[src/rtl/fifo_control.sv]
// ============================================================================
// Module      : fifo_control
// Description : Pointer and flag controller for an 8-entry dual-port memory.
//               Turns producer push / consumer pop requests into the memory's
//               write/read enables and addresses, tracks occupancy and raises
//               full/empty, almost-full/almost-empty and sticky error flags.
//
// Ports
//   clk          in   1             rising-edge clock shared with the memory
//   reset        in   1             asynchronous, active-low reset
//   push         in   1             producer write request
//   pop          in   1             consumer read request
//   umbral_alto  in   ADDR_WIDTH+1  almost-full threshold  (count >= value)
//   umbral_bajo  in   ADDR_WIDTH+1  almost-empty threshold (count <= value)
//   write        out  1             memory write enable (push & ~full)
//   read         out  1             memory read enable  (pop & ~empty)
//   ptr_write    out  ADDR_WIDTH    memory write address
//   ptr_read     out  ADDR_WIDTH    memory read address
//   count        out  ADDR_WIDTH+1  occupancy, 0..LENGTH
//   full / empty / almost_full / almost_empty  out 1  occupancy flags
//   overflow     out  1             sticky: push seen while full
//   underflow    out  1             sticky: pop seen while empty
//
// Revision    : 1.0 - initial release
// ============================================================================
`default_nettype none

module fifo_control #(
  parameter int ADDR_WIDTH = 3,
  parameter int LENGTH     = 8
) (
  input  logic                  clk,
  input  logic                  reset,
  input  logic                  push,
  input  logic                  pop,
  input  logic [ADDR_WIDTH:0]   umbral_alto,
  input  logic [ADDR_WIDTH:0]   umbral_bajo,
  output logic                  write,
  output logic                  read,
  output logic [ADDR_WIDTH-1:0] ptr_write,
  output logic [ADDR_WIDTH-1:0] ptr_read,
  output logic [ADDR_WIDTH:0]   count,
  output logic                  full,
  output logic                  empty,
  output logic                  almost_full,
  output logic                  almost_empty,
  output logic                  overflow,
  output logic                  underflow
);

  localparam logic [ADDR_WIDTH:0]   c_length    = (ADDR_WIDTH+1)'(LENGTH);
  localparam logic [ADDR_WIDTH:0]   c_count_one = (ADDR_WIDTH+1)'(1);
  localparam logic [ADDR_WIDTH-1:0] c_ptr_one   = ADDR_WIDTH'(1);

  logic [ADDR_WIDTH-1:0] r_ptr_write;
  logic [ADDR_WIDTH-1:0] r_ptr_read;
  logic [ADDR_WIDTH:0]   r_count;
  logic                  r_overflow;
  logic                  r_underflow;

  logic                  w_full;
  logic                  w_empty;
  logic                  w_write;
  logic                  w_read;
  logic [ADDR_WIDTH:0]   w_count_next;

  // Flags derive from the registered count only, so they change one cycle
  // after the edge that accepted the transfer.
  assign w_full  = (r_count == c_length);
  assign w_empty = (r_count == '0);

  // At full a simultaneous pop is accepted but the push is not (no bypass);
  // at empty the push is accepted but the pop is not (no fall-through).
  assign w_write = push & ~w_full;
  assign w_read  = pop  & ~w_empty;

  always_comb begin
    w_count_next = r_count;
    if (w_write && !w_read) begin
      w_count_next = r_count + c_count_one;
    end else if (w_read && !w_write) begin
      w_count_next = r_count - c_count_one;
    end
  end

  // Pointers wrap naturally because LENGTH == 2**ADDR_WIDTH.
  always_ff @(posedge clk or negedge reset) begin
    if (!reset) begin
      r_ptr_write <= '0;
      r_ptr_read  <= '0;
      r_count     <= '0;
      r_overflow  <= 1'b0;
      r_underflow <= 1'b0;
    end else begin
      if (w_write) begin
        r_ptr_write <= r_ptr_write + c_ptr_one;
      end
      if (w_read) begin
        r_ptr_read <= r_ptr_read + c_ptr_one;
      end
      r_count <= w_count_next;
      if (push && w_full) begin
        r_overflow <= 1'b1;
      end
      if (pop && w_empty) begin
        r_underflow <= 1'b1;
      end
    end
  end

  assign write        = w_write;
  assign read         = w_read;
  assign ptr_write    = r_ptr_write;
  assign ptr_read     = r_ptr_read;
  assign count        = r_count;
  assign full         = w_full;
  assign empty        = w_empty;
  // Thresholds above LENGTH are legal: almost_full then never asserts and
  // almost_empty always does, which falls out of the plain comparisons.
  assign almost_full  = (r_count >= umbral_alto);
  assign almost_empty = (r_count <= umbral_bajo);
  assign overflow     = r_overflow;
  assign underflow    = r_underflow;

endmodule

`default_nettype wire

[config.mk]
export PLATFORM = sky130hd
export DESIGN_NAME = fifo_control
export DESIGN_NICKNAME = d
export VERILOG_FILES = /design/src/rtl/fifo_control.sv
export SDC_FILE = /design/constraint.sdc
export NUM_CORES = 1
export LEC_CHECK = 0
export CORE_UTILIZATION = 39
export CTS_CLUSTER_DIAMETER = 30
export DETAILED_ROUTE_END_ITERATION = 6
export PLACE_DENSITY = 0.75
export SLEW_MARGIN = 30
export SYNTH_ARGS = -nofsm -noshare
export SYNTH_HDL_FRONTEND = slang
export SYNTH_SLANG_ARGS = --single-unit
[constraint.sdc]
create_clock -name clk -period 2 [get_ports clk]
set_clock_uncertainty 0.1 [all_clocks]
set_input_delay 0.2 -clock clk [delete_from_list [all_inputs] [get_ports clk]]
set_output_delay 0.2 -clock clk [all_outputs]
set_load 0.01 [all_outputs]
== Word-level counts from Yosys, hierarchy flattened ==
Index checks and enable logic that the tools add are counted.

* Bits in registers: 12
* Input port bits: 12

* Add/sub/neg operators: 4
* Magnitude comparators: 2
* Eq/ne operators: 1
* Muxes and demuxes: 2
* Bitwise operators: 4
* Reductions and logical operators: 8

{| class="wikitable"
|+ Operator list
! cell !! number
|-
| $mux W4 || 2
|-
| $add A3 B1 Y3 const B || 2
|-
| $add A4 B1 Y4 const B || 1
|-
| $eq A4 B4 Y1 const B || 1
|-
| $ge A4 B4 Y1 || 1
|-
| $le A4 B4 Y1 || 1
|-
| $logic_and A1 B1 Y1 || 4
|-
| $logic_not A4 Y1 || 1
|-
| $sub A4 B1 Y4 const B || 1
|-
| $and A1 B1 Y1 || 2
|-
| $logic_not A1 Y1 || 2
|-
| $not A1 Y1 || 2
|-
| $reduce_bool A2 Y1 || 1
|}

== Longest topological paths before layout ==
Gate-level depths: netlist (run 1).

* Word-level depth: 7
* Mapped depth: 9

== Worst setup path before layout (run 1) ==
No wires, ideal clock.

* Kind: register -> register
* Start: register r_count[1], in the netlist count[1]
* End: register r_count[3], in the netlist count[3]
* Setup time: 0.132 ns
* Data arrival time: 2.235 ns
* Data required time: 1.768 ns
* Path slack: -0.466 ns
* Stages on the path, launching flop included: 10
* Buffers on the path: 0
* Period minus slack after synthesis: 2.466 ns
* Path through: dfrtp_1 nor4b_4 nor2b_1 ha_1 inv_1 ha_1 a21oi_1 and3_1 o21bai_1 xnor2_1

* Longest elaborated chain between the ends: 6
* Elaborated cells between the ends (all ways): 15
* Those cells by class: add/sub (2); eq/ne (1); mux (2); bitwise (4); reduce/logical (6)

{| class="wikitable"
|+ RTL lines
! what !! RTL line !! source
|-
| from (decl) || 57 || <nowiki>logic [ADDR_WIDTH:0] r_count;</nowiki>
|-
| from (signal assigned) || 101 || <nowiki>r_count <= w_count_next;</nowiki>
|-
| $eq A4 B4 Y1 * || 69 || <nowiki>assign w_full = (r_count == c_length);</nowiki>
|-
| named net full || 43 || <nowiki>output logic full,</nowiki>
|-
| $not A1 Y1 * || 74 || <nowiki>assign w_write = push & ~w_full;</nowiki>
|-
| $and A1 B1 Y1 * || 74 ||
|-
| named net write || 38 || <nowiki>output logic write,</nowiki>
|-
| $logic_not A1 Y1 || 81 || <nowiki>end else if (w_read && !w_write) begin</nowiki>
|-
| $logic_and A1 B1 Y1 || 81 ||
|-
| $reduce_bool A2 Y1 (no line) || n/a ||
|}

Mark *: on every way through the listed nets, which the timed path passes. The rest lies on a longest branch. The select of a mux whose other input is x is not followed.
A chain may end at the register's enable or synchronous reset.

== Final worst setup path (run 1) ==
* Start: register r_count[3], in the netlist count[3]
* End: register r_count[3], in the netlist count[3]

* Longest elaborated chain between the ends: 6
* Elaborated cells between the ends (all ways): 15
* Those cells by class: add/sub (2); eq/ne (1); mux (2); bitwise (4); reduce/logical (6)

{| class="wikitable"
|+ RTL lines
! what
|-
| branches (longest 6 deep; another with $sub A4 B1 Y4)
|}

Parallel ways; which one is timed is not known. The select of a mux whose other input is x is not followed.

==> results of run 1 <==
cell usage after synthesis:
cell type   n
ha_1       13
and3_1      1
a21o_1      1
o21bai_1    1
inv_1      10
nand3_1     1
nand2_1     5
nor2_1      2
xnor2_1     6
a21boi_0    1
dfrtp_1    12
mux2_2      2
o21ai_0     4
xor2_1      1
nand2b_4    1
a21oi_1     5
nor2b_1     1
a21o_2      1
nor4b_4     1
inv_2       1
mux2_4      1
fa_1        1
nor4_4      1
cells by family after synthesis:
logic type / Yosys count / synth area share
xor+xnor: 7 / 0.07644
flops: 12 / 0.3744
simple gates: 13 / 0.1279
buf+inv: 11 / 0.05148
mux: 3 / 0.04679
compound gates: 13 / 0.09517
fa+ha+maj: 14 / 0.2278
cell usage in the layout (no fill, tap or decap), types with 2 or more instances in the layout:
cell             netlist  layout
clkdlybuf4s50_1        0      23
buf_4                  0      19
inv_1                 10       9
ha_1                  13       9
dfrtp_1               12       8
nand2_1                5       5
xnor2_1                6       5
o21ai_1                0       4
ha_4                   0       4
dfrtp_2                0       4
buf_6                  0       4
a21oi_1                5       3
clkbuf_4               0       3
nor2_1                 2       2
a21oi_2                0       2
mux2_4                 1       2
buf_2                  0       2
dlygate4sd2_1          0       2
clkbuf_2               0       2
worst max-delay path, stage by stage (launching register included):
cell and delay [ps]:
dfrtp_2 450, nor4_4 320, nand2b_4 200, ha_4 150, inv_6 40, ha_4 270
nand3_1 100, and3_1 160, o21bai_1 200, xnor2_1 160
power by group:
part,leakage [nW],total [mW],internal (mW),switching (mW)
Combinational,0.515,1.61,0.953,0.654
Sequential,0.133,0.514,0.379,0.135
Clock,0.0150,0.160,0.0774,0.0824
Total,0.662,2.28,1.41,0.871
worst min-delay path by stage:
stage	slack, ps	end	cells past startpoint
5_1_grt	240	ptr_write[0]$_DFFE_PN0P_	1
2_1_floorplan	-200	count[0]$_DFFE_PN0P_	0
6_report	180	ptr_read[2]$_DFFE_PN0P_	1
3_5_place_dp	350	underflow$_DFFE_PN0P_	1
3_3_place_gp	340	underflow$_DFFE_PN0P_	1
4_1_cts	190	ptr_write[2]$_DFFE_PN0P_	1
sequential cells by signal, summed over array words and instances (netlist names):
name       flops
count          4
ptr_read       3
ptr_write      3
overflow       1
underflow      1
layer usage:
layer  up-vias  global-route usage  share of wire
li1        355                   -              -
met1       361              0.1939           0.39
met2        19              0.3452           0.56
met3         8             0.03462          0.018
met4         0             0.07429          0.031
met5         -                   0              0
through the flow:
stage,utilization,cells
global placement,0.6488,141
finish,0.7262,156
global route,0.7262,156
detailed placement,0.6488,141
CTS,0.6843,151
floorplan,-,73
layout make-up:
cell class                      count  area share
Clock buffer                        4     0.01863
Sequential cell                    12      0.2165
Inverter                           11     0.03283
Timing Repair Buffer               52      0.3230
Multi-Input combinational cell     50      0.3851
Tap cell                           27     0.02396
repair_timing:
action / in CTS / in global routing
gates resized for setup: 16 / 17
endpoints found under the setup margin: 9 / 7
pin swaps: 7 / 11
setup buffers: 6 / 5
==> flow_metrics.env, run 1 <==
export IMPL_drtAntennaViolNets=0
export IMPL_min_path_type="in -> async"
export IMPL_regArea_um2=305.3
export IMPL_yosysUniqueCellTypes=23
export IMPL_diodes=0
export IMPL_grt_ovfl_total=0
export IMPL_die_height_um=47.35
export IMPL_post_route_min_period_ps=2245
export IMPL_die_x_um=47.35
export IMPL_drt_total_wl_um=2227
export IMPL_outcome="finished, violations left"
export IMPL_final_setup_tns_ps=-652.5
export IMPL_worstSetupEndpointType="flop"
export IMPL_cap_violations=0
export IMPL_coreArea_um2=1942
export IMPL_cts_hold_buffers=0
export IMPL_avgSynthCellArea_um2=10.99
export IMPL_slew_headroom=0.6315
export IMPL_synth_nets=99
export IMPL_leakagePower_nw=0.6624
export IMPL_drt_initial_drc_count=6
export IMPL_syn_area_um2=802.0
export IMPL_worstPathArrival_ps=2330
export IMPL_via_count=743
export IMPL_dp_hpwl_um=1509
export IMPL_maxSlewViolCount=0
export IMPL_place_ws_ps=-194.1
export IMPL_grt_pass1_vias=663
export IMPL_fin_crit_sh=1.122
export IMPL_htree_levels=1
export IMPL_dpl_cell_area_um2=1260
export IMPL_hold_violations=0
export IMPL_final_area_um2=1410
export IMPL_drive_above_1_share=0.4109
export IMPL_cts_buffer_depth=2
export IMPL_p_per_area_nw_per_um2=1617
export IMPL_synthTopCellsByArea="dfrtp_1 (37%), ha_1 (20%), xnor2_1 (6.6%)"
export IMPL_syn_to_final_growth_pct=75.82
export IMPL_grt_util_all_layers=0.1821
export IMPL_grt_pass1_wl_um=2739
export IMPL_crit_path_start="count[3]$_DFFE_PN0P_"
export IMPL_cts_buffers=3
export IMPL_yosysWarnings=0
export IMPL_regToRegStartpoint="count[3]$_DFFE_PN0P_"
export IMPL_power_mw=2.280
export IMPL_netlist_instances=73
export IMPL_fin_hold_ws_ps=178.6
export IMPL_design_die_area_um2=2242
export IMPL_ir_drop_mv=1.075
export IMPL_worstMarginPinSlew_ps=551.0
export IMPL_yosysTopAreaCellShare=0.3744
export IMPL_antenna_found_initial=0
export IMPL_clock_latency_ps=280
export IMPL_crit_path_start_kind="flop"
export IMPL_start_util=0.4130
export IMPL_critPathKind="reg -> reg"
export IMPL_nets=156
export IMPL_cts_tree="built"
export IMPL_fill_cells=140
export IMPL_violations="negative setup slack"
export IMPL_io_pins=30
export IMPL_rsz0062_at_grt="true"
export IMPL_rr_worst_depth=9
export IMPL_crit_required_ps=2090
export IMPL_critPathCapture="count[3]$_DFFE_PN0P_"
export IMPL_cts_sinks=12
export IMPL_r2r_setup_slack_ps=-240
export IMPL_portBuffers=29
export IMPL_setup_viol=4
export IMPL_routabilityCongestion=0.7833
export IMPL_drtPass1Iterations=4
export IMPL_wire_per_inst_um=14.28
export IMPL_ys_seq_area_frac=0.3744
export IMPL_crit_fanout=4
export IMPL_timing_rr_end="count[3]$_DFFE_PN0P_"
export IMPL_multi_input_area_um2=543.0
export IMPL_clkSlewWorstSetupHoldPaths_ps=70
export IMPL_rows=16
export IMPL_vias_per_cell=4.763
export IMPL_setup_ws_ps=-244.9
export IMPL_cts_root_buf="clkbuf_4"
export IMPL_yosys_area_top_type="dfrtp_1"
export IMPL_grt_max_degree=13
export IMPL_drc=0
export IMPL_ys_ff_latch=12
export IMPL_clock_fmax_mhz=445.5
No activity file was read; power rests on OpenSTA's default activity.
==> run 2, diff against run 1 <==
Settings changed: REMOVE_ABC_BUFFERS from default to 1.
==> run 2 against run 1 <==
  * Core utilization grew 0.45 points
  * Fmax increased by 2.4%
  * Global-route usage up 2.6 points
  * Routed wire length up 4.4%
  * Highest routed layer unchanged
  * Sequential share of layout area fell by 0.13 points
  * Power rose by 1.1%
  * The flow still finishes with violations (negative setup slack)
  * Critical endpoint unchanged
  * Clock power is 19% higher
==> flow_metrics.env, run 2 (same netlist as run 1, synthesis figures left out) <==
export IMPL_outcome="finished, violations left"
export IMPL_violations="negative setup slack"
export IMPL_drt_total_wl_um=2325
export IMPL_critPathKind="reg -> reg"
export IMPL_largest_register_ffs=4
export IMPL_dpl_cell_area_um2=1216
export IMPL_fill_cells=143
export IMPL_drtAntennaViolNets=0
export IMPL_r2r_setup_slack_ps=-190
export IMPL_min_path_type="in -> async"
export IMPL_wire_per_inst_um=15.10
export IMPL_crit_required_ps=2090
export IMPL_layout_commonest_cell="clkdlybuf4s50_1"
export IMPL_worstMarginPinSlew_ps=572.3
export IMPL_diodes=0
export IMPL_io_pins=30
export IMPL_syn_to_final_growth_pct=76.91
export IMPL_clock_latency_ps=270
export IMPL_antenna_found_initial=0
export IMPL_cts_hold_buffers=0
export IMPL_cap_violations=0
export IMPL_worstSetupEndpointType="flop"
export IMPL_slew_headroom=0.6173
export IMPL_die_height_um=47.35
export IMPL_grt_pass1_wl_um=3146
export IMPL_cts_sinks=12
export IMPL_grt_util_all_layers=0.2081
export IMPL_cts_root_buf="clkbuf_4"
export IMPL_worstPathArrival_ps=2280
export IMPL_leakagePower_nw=0.6569
export IMPL_portBuffers=29
export IMPL_clock_fmax_mhz=456.0
export IMPL_nets=154
export IMPL_final_area_um2=1419
export IMPL_setup_viol=3
export IMPL_die_x_um=47.35
export IMPL_rows=16
export IMPL_cts_buffer_depth=2
export IMPL_coreArea_um2=1942
export IMPL_setup_ws_ps=-192.8
export IMPL_cts_buffers=3
export IMPL_grt_max_degree=13
export IMPL_vias_per_cell=4.851
export IMPL_grt_pass1_vias=730
export IMPL_rsz0062_at_grt="true"
export IMPL_post_route_min_period_ps=2193
export IMPL_crit_path_start_kind="flop"
export IMPL_start_util=0.4130
export IMPL_p_per_area_nw_per_um2=1625
export IMPL_design_die_area_um2=2242
export IMPL_layout_common_cells="clkdlybuf4s50_1 (23), buf_4 (17), inv_1 (8), ha_1 (8), dfrtp_1 (8)"
export IMPL_fin_crit_sh=1.096
export IMPL_crit_fanout=4
export IMPL_drtPass1Iterations=4
export IMPL_place_ws_ps=-288.0
export IMPL_largest_register="count"
export IMPL_routabilityCongestion=0.7921
export IMPL_cts_tree="built"
export IMPL_hold_violations=0
export IMPL_htree_levels=1
export IMPL_dp_hpwl_um=1429
export IMPL_drive_above_1_share=0.4173
export IMPL_ir_drop_mv=1.020
export IMPL_grt_ovfl_total=0
export IMPL_via_count=747
export IMPL_drt_initial_drc_count=4
export IMPL_clkSlewWorstSetupHoldPaths_ps=80
export IMPL_drc=0
export IMPL_maxSlewViolCount=0
## run 2: where the power goes
group / internal [mW] / total (mW) / switching (mW) / leakage (nW)
registers: 0.379 / 0.522 / 0.143 / 0.133
logic: 0.932 / 1.59 / 0.662 / 0.503
clock network: 0.111 / 0.190 / 0.0793 / 0.0210
total: 1.42 / 2.31 / 0.884 / 0.657
## run 2: worst paths after layout
kind                                       start                 endpoint  cells after the start
max                         count[3]$_DFFE_PN0P_     count[3]$_DFFE_PN0P_                      9
min                                        reset  ptr_read[2]$_DFFE_PN0P_                      1
max reg2reg                 count[3]$_DFFE_PN0P_     count[3]$_DFFE_PN0P_                      9
min reg2reg                underflow$_DFFE_PN0P_    underflow$_DFFE_PN0P_                      1
max in group asynchronous                  reset     count[0]$_DFFE_PN0P_                      1
min in group clk           underflow$_DFFE_PN0P_    underflow$_DFFE_PN0P_                      1
## run 2: cell type report
cell class | instances | area (µm²) | share of cell area
Clock buffer | 4 | 36.28 | 0.02557
Inverter | 11 | 46.29 | 0.03263
Multi-Input combinational cell | 50 | 553.0 | 0.3898
Sequential cell | 12 | 305.3 | 0.2152
Tap cell | 27 | 33.78 | 0.02381
Timing Repair Buffer | 50 | 444.2 | 0.3131
## run 2: routing by layer
metal	GRT usage	up-vias	wire [µm]
met1	0.2406	372	902
li1	-	353	-
met2	0.3699	17	1318
met3	0.05769	5	67
met4	0.06286	0	36
met5	0	-	0
## run 2: critical path, stage by stage (launching register included)
cell	delay, ps
dfrtp_2	460
nor4_4	310
nand2b_4	190
ha_4	150
inv_6	50
ha_4	270
nand3_2	90
and3_1	160
o21bai_1	180
xnor2_1	150
## run 2: repair_timing
item                                    4_1_cts  5_1_grt
pin swaps                                     7        5
buffers inserted                              5        5
endpoints found under the setup margin        9        6
cloned                                        0        0
gates resized for setup                      29       15
## run 2: per-stage QoR
stage	util	hold slack (ps)	instances	power [mW]	TNS (ps)
5_1_grt	0.7307	228.1	154	2.471	-680.2
3_3_place_gp	0.6263	340.6	141	1.735	-601.5
2_1_floorplan	-	-195.6	73	1.127	-978.9
3_5_place_dp	0.6263	352.1	141	1.791	-921.2
4_1_cts	0.6939	191.3	149	2.138	-143.3
6_report	0.7307	189.7	154	2.306	-404.1
